### src/rtl/instr_fetch_unit.sv
// Instruction fetch stage: owns the PC, issues one word fetch at a time over a
// valid/ready request channel, registers the response and hands it to decode.
// A redirect resteers the PC; any fetch already in flight is squashed.
//
// state | meaning
// IDLE  | one cycle after reset release, no request yet
// REQ   | request presented, waiting for memory to accept it
// WAIT  | request accepted, waiting for the response
// FULL  | instruction held for decode, waiting for if_ready
module instr_fetch_unit #(
  parameter int unsigned XLEN     = 32,
  parameter logic [XLEN-1:0] RESET_PC = '0
) (
  input  logic            clk,
  input  logic            rst_n,
  output logic            imem_req_valid,
  input  logic            imem_req_ready,
  output logic [XLEN-1:0] imem_req_addr,
  input  logic            imem_rsp_valid,
  input  logic [XLEN-1:0] imem_rsp_data,
  input  logic            redirect_valid,
  input  logic [XLEN-1:0] redirect_pc,
  output logic            if_valid,
  input  logic            if_ready,
  output logic [XLEN-1:0] if_instr,
  output logic [XLEN-1:0] if_pc,
  output logic [6:0]      opcode,
  output logic [2:0]      funct3,
  output logic [6:0]      funct7
);

  localparam logic [XLEN-1:0] NOP = XLEN'(32'h0000_0013);

  typedef enum logic [1:0] {IDLE, REQ, WAIT, FULL} state_t;

  state_t          state_q;
  logic [XLEN-1:0] pc_q;
  logic            req_valid_q;
  logic [XLEN-1:0] req_addr_q;
  logic            if_valid_q;
  logic [XLEN-1:0] if_instr_q;
  logic [XLEN-1:0] if_pc_q;
  logic            squash_q;

  logic [XLEN-1:0] redir_tgt;
  logic [XLEN-1:0] pc_d;

  // Word-aligned redirect target and the PC to use when entering REQ.
  always_comb begin
    redir_tgt = redirect_pc & ~XLEN'(3);
    pc_d      = redirect_valid ? redir_tgt : pc_q;
  end

  // Fetch FSM with all outputs registered.
  always_ff @(posedge clk or negedge rst_n) begin
    if (!rst_n) begin
      state_q     <= IDLE;
      pc_q        <= RESET_PC;
      req_valid_q <= 1'b0;
      req_addr_q  <= RESET_PC;
      if_valid_q  <= 1'b0;
      if_instr_q  <= NOP;
      if_pc_q     <= '0;
      squash_q    <= 1'b0;
    end else begin
      unique case (state_q)
        IDLE: begin
          pc_q        <= pc_d;
          req_addr_q  <= pc_d;
          req_valid_q <= 1'b1;
          state_q     <= REQ;
        end
        REQ: begin
          // Request in flight keeps its old address; redirect only marks it stale.
          if (redirect_valid) begin
            pc_q     <= redir_tgt;
            squash_q <= 1'b1;
          end
          if (imem_req_ready) begin
            req_valid_q <= 1'b0;
            state_q     <= WAIT;
          end
        end
        WAIT: begin
          if (imem_rsp_valid) begin
            if (squash_q || redirect_valid) begin
              squash_q    <= 1'b0;
              pc_q        <= pc_d;
              req_addr_q  <= pc_d;
              req_valid_q <= 1'b1;
              state_q     <= REQ;
            end else begin
              if_instr_q <= imem_rsp_data;
              if_pc_q    <= req_addr_q;
              pc_q       <= pc_q + XLEN'(4);
              if_valid_q <= 1'b1;
              state_q    <= FULL;
            end
          end else if (redirect_valid) begin
            pc_q     <= redir_tgt;
            squash_q <= 1'b1;
          end
        end
        FULL: begin
          // Redirect takes priority over a simultaneous decode handshake.
          if (redirect_valid || if_ready) begin
            pc_q        <= pc_d;
            req_addr_q  <= pc_d;
            req_valid_q <= 1'b1;
            if_valid_q  <= 1'b0;
            state_q     <= REQ;
          end
        end
        default: state_q <= IDLE;
      endcase
    end
  end

  assign imem_req_valid = req_valid_q;
  assign imem_req_addr  = req_addr_q;
  assign if_valid       = if_valid_q;
  assign if_instr       = if_instr_q;
  assign if_pc          = if_pc_q;
  assign opcode         = if_instr_q[6:0];
  assign funct3         = if_instr_q[14:12];
  assign funct7         = if_instr_q[31:25];

endmodule

### config.mk
export PLATFORM = sky130hd
export DESIGN_NAME = instr_fetch_unit
export DESIGN_NICKNAME = d
export VERILOG_FILES = /design/src/rtl/instr_fetch_unit.sv
export SDC_FILE = /design/constraint.sdc
export NUM_CORES = 1
export LEC_CHECK = 0
export ABC_AREA = 1
export CORE_ASPECT_RATIO = 1.75
export CORE_MARGIN = 2
export CORE_UTILIZATION = 40
export DETAILED_ROUTE_END_ITERATION = 16
export GPL_TIMING_DRIVEN = 0
export HOLD_SLACK_MARGIN = 0.1
export PLACE_DENSITY = 0.8
export SLEW_MARGIN = 5
export SYNTH_ARGS = -nofsm -noshare
export SYNTH_HDL_FRONTEND = slang
export SYNTH_SLANG_ARGS = --single-unit
### constraint.sdc
create_clock -name clk -period 4.9 [get_ports clk]
set_input_delay 0.98 -clock clk [delete_from_list [all_inputs] [get_ports clk]]
set_output_delay 0.98 -clock clk [all_outputs]
set_load 0.05 [all_outputs]
# After elaboration in Yosys (flattened, before gate mapping)
# Cells that the tools add are included.
# word_totals
register_bits	133
out_inout_bits	115
# op_classes
eq_ne	9
mux	26
reduce_logical	13
addsub	1
bitwise	1
# op_table
operator	n
$mux 32	6
$pmux 32 s3	2
$add 32x3->32 const B	1
$reduce_and 4->1	3
$mux 1	10
$ne 2x2->1 const B	5
$mux 2	4
$pmux 2 s4	1
$reduce_and 3->1	2
$eq 2x2->1 const B	2
$pmux 1 s2	2
$pmux 1 s4	1
$reduce_bool 2->1	2
$ne 3x3->1 const B	1
$reduce_bool 3->1	1
$eq 2x1->1 const B	1
$logic_not 2->1	1
$logic_or 1x1->1	2
$reduce_and 2->1	1
$reduce_or 2->1	1
$not 1->1	1

# Depth between registers and ports, before layout
# depth
depth_word	4
ltp_mapped	11
depth_no_buf	11

# Worst setup path before layout
# Ideal clock, no wire load.
# synth_timing
kind	input to register
from	input port if_ready
to	register req_addr_q[13], in the netlist imem_req_addr[13]
slack_ns	2.955
t_arrival_ns	1.811
n_path_buf	1
stages	7
path_cell_list	inv_1 > nand2_1 > nor2_1 > a21oi_1 > nand2_1 > clkbuf_1 > o21ai_0
# synth_via
elab_chain_len	3
# synth_rtl
item	line	text
from (decl)	24	input logic if_ready,
$logic_or 1x1->1	106	if (redirect_valid || if_ready) begin
$ne 2x2->1 (no line)	-	
$reduce_and 4->1 (no line)	-	
to (signal assigned)	69	req_addr_q <= pc_d;
to (signal assigned)	89	req_addr_q <= pc_d;
to (signal assigned)	108	req_addr_q <= pc_d;
to (decl)	39	logic [XLEN-1:0] req_addr_q;
# No other way between the ends.
# A chain may end at the register's enable or synchronous reset.

# Final worst setup path
# layout_timing
from	register if_instr_q[4], in the netlist if_instr[4]
to	output port opcode[4]
# layout_rtl
item	line	text
from (decl)	41	logic [XLEN-1:0] if_instr_q;
from (signal assigned)	93	if_instr_q <= imem_rsp_data;
to (decl)	27	output logic [6:0] opcode,
# No word-level cell between the ends.

==> impl_metrics.json <==
{
  "end_kind": "output port",
  "dp_hpwl_mm": 15.6,
  "grt_max_degree": 79,
  "clock_latency_ns": 0.42,
  "fin_crit_ns": 2.83,
  "wl_met2_mm": 10.7,
  "cts_setup_buffers": 0,
  "ys_seq_area_share_pct": 50.1,
  "antenna_left": 0,
  "synthTopCellsByArea": "dfrtp_1 (49%), nand2_1 (20%), o21ai_0 (4.5%)",
  "h-tree-depth": 4,
  "yosysTopAreaCell": "dfrtp_1",
  "finalSetupViolCount": 0,
  "wl_per_cell_um": 15.7,
  "gp_congestion": 1.03,
  "p_clk_share_pct": 19.5,
  "crit_arrival_ns": 1.85,
  "die_w_um": 101,
  "dp.cells": 1272,
  "seqPwrFrac_pct": 29.0,
  "wl_met1_mm": 7.66,
  "drtIter0Drc": 357,
  "grt_overflow": 0,
  "fp.dieH_um": 175,
  "synth_nets": 940,
  "clock_skew_ns": 0.00742,
  "io_pins": 185,
  "final_nets": 1142,
  "final_util_pct": 57.1,
  "syn_inst": 865,
  "ys_ff_latch": 133,
  "setup_ws_ns": 2.07,
  "worstSetupPathType": "flop to output port",
  "first_pass_iters": 5,
  "yosysWarnings": 0,
  "finalHoldViolCount": 0,
  "dpl_worst_slack_ns": 1.99,
  "tns_ns": 0,
  "via_per_inst": 4.90,
  "stdcell_area_mm2": 0.00934,
  "crit_fanout": 3,
  "grt_pass1_wl_mm": 32.4,
  "cts-root-buf": "clkbuf_16",
  "cts_hold_buf": 0,
  "synth_top_area_share_pct": 48.9,
  "first_global_vias": 6225,
  "peakVddDrop_mv": 0.363,
  "synth_cell_types": 29,
  "place_area_mm2": 0.00878,
  "top_layer_used": "met4",
  "timing.final.crit_share_pct": 57.7,
  "clock-sinks": 133,
  "drv_slew": 0,
  "cts-resized-gates": 0,
  "timing.fmax_mhz": 353,
  "hp-class": "flop to flop",
  "fp.coreArea_mm2": 0.0164,
  "cp.required_ns": 3.92,
  "antenna_found_initial": 0,
  "cts_tree": "yes",
  "vias": 6394,
  "syn_area_mm2": 0.00665,
  "status": "complete, no violations",
  "start_util_pct": 40.6,
  "rsz0062_at_grt": "false",
  "dieArea_mm2": 0.0177,
  "slew_headroom_pct": 55.7,
  "combPwrFrac_pct": 51.5,
  "clockBufferDepth": 2,
  "tightestPinTransition_ns": 0.657,
  "syn_to_final_growth_pct": 40.4,
  "nFillCells": 1487,
  "switchingPower_mw": 3.00,
  "p_sw_share_pct": 48.1,
  "num_antenna_cells": 0,
  "final_layout_size_suffix_gt1_share_pct": 10.4,
  "grt.total_usage_pct": 23.7,
  "critPathLaunchType": "flop",
  "met3_length_mm": 1.02,
  "cts_buffers": 17,
  "drt_wl_total_mm": 20.5,
  "layoutNonFillerInstCount": 1304,
  "power_leakage_nw": 4.42,
  "power_density_mw_per_mm2": 668,
  "drc": 0,
  "path_clk_slew_ns": 0.06,
  "avgSynthCellArea_um2": 7.69,
  "rows": 62,
  "cellInternalPower_mw": 3.24,
  "port_buffers": 182,
  "max-cap-violations": 0
}
## cell usage in the layout, fill, tap and decap left out, drive strengths merged, types with 3 or more instances in the layout
| cell type | count |
|---|---|
| ha | 5 |
| mux2i | 3 |
| nand2 | 361 |
| inv | 62 |
| o21ai | 101 |
| nor3 | 5 |
| a21oi | 40 |
| buf | 49 |
| clkinv | 3 |
| clkdlybuf4s50 | 181 |
| nor2 | 65 |
| xor2 | 6 |
| nand3 | 26 |
| clkinvlp | 4 |
| clkbuf | 26 |
| dfstp | 3 |
| dfrtp | 130 |
## layout make-up
| cell class | count | area (um2) | area share [%] |
|---|---|---|---|
| timing repair buffer | 183 | 1850 | 19.8 |
| tap | 224 | 280 | 3.00 |
| inverter | 55 | 206 | 2.21 |
| sequential | 133 | 3330 | 35.7 |
| buffer | 55 | 358 | 3.83 |
| clock inverter | 14 | 119 | 1.27 |
| clock buffer | 18 | 439 | 4.70 |
| multi-input combinational | 622 | 2760 | 29.5 |
## power groups by stage
stage | Clock, mW | Sequential, mW | Combinational (mW)
after floorplan | 0 | 2.90 | 1.02
after global placement | 0 | 1.81 | 3.19
after detailed placement | 0 | 1.82 | 3.23
after CTS | 1.22 | 1.81 | 3.24
after global routing | 1.27 | 1.86 | 3.41
final | 1.21 | 1.81 | 3.22
## cell usage after synthesis (all sizes together)
| library cell | instances |
|---|---|
| o31ai | 1 |
| dfstp | 3 |
| nand4 | 2 |
| o21ai | 101 |
| nand3b | 2 |
| nor3 | 5 |
| or2 | 2 |
| nand2 | 361 |
| ha | 5 |
| nor2 | 65 |
| a22oi | 1 |
| nand3 | 26 |
| clkbuf | 8 |
| a31oi | 2 |
| inv | 55 |
| xor2 | 6 |
| dfrtp | 130 |
| mux2i | 3 |
| buf | 47 |
| a21oi | 40 |
## cells by family after synthesis
group                    after synthesis  synth area share (%)
AND/OR/NAND/NOR                      463                  27.3
AO/OA/AOI/OAI                        145                  11.9
flip-flops                           133                  50.1
buffers and inverters                110                  8.48
XOR/XNOR                               6                 0.790
adder cells (fa/ha/maj)                5                 0.941
multiplexers                           3                 0.451
## registers in the layout, indices dropped and copies added, names as in the netlist
register / flops
if_instr: 32
if_pc: 32
imem_req_addr: 32
pc_q: 32
state_q: 2
if_valid: 1
imem_req_valid: 1
squash_q: 1
## stage by stage
step | hold WS, ns | total power [mW]
2_1_floorplan | 0.459 | 3.92
3_3_place_gp | 0.453 | 5.00
3_5_place_dp | 0.457 | 5.05
4_1_cts | 0.472 | 6.27
5_1_grt | 0.482 | 6.55
6_report | 0.469 | 6.24
## critical path, cell delays in order (launching register included)
cell and delay (ns):
dfstp_2 0.55, buf_4 0.10, clkdlybuf4s50_1 0.78
## worst paths after layout
path | depth (start not counted) | end | startpoint | slack, ns
worst max-delay path | 2 | opcode[4] | if_instr[4] | 2.07
worst min-delay path | 2 | if_instr[10] | if_instr[10] | 0.47
worst max register to register | 10 | pc_q[20] | pc_q[2] | 2.82
worst min register to register | 2 | if_instr[10] | if_instr[10] | 0.47
max in group asynchronous | 2 | if_instr[0] | rst_n | 3.59
min in group asynchronous | 1 | pc_q[20] | rst_n | 0.50
## per-layer routing
metal	vias to the layer above	track usage, %
li1	3124	-
met1	2958	26.9
met2	252	41.4
met3	60	4.04
met4	0	12.7
met5	-	0
(Power assumes the default switching activity.)
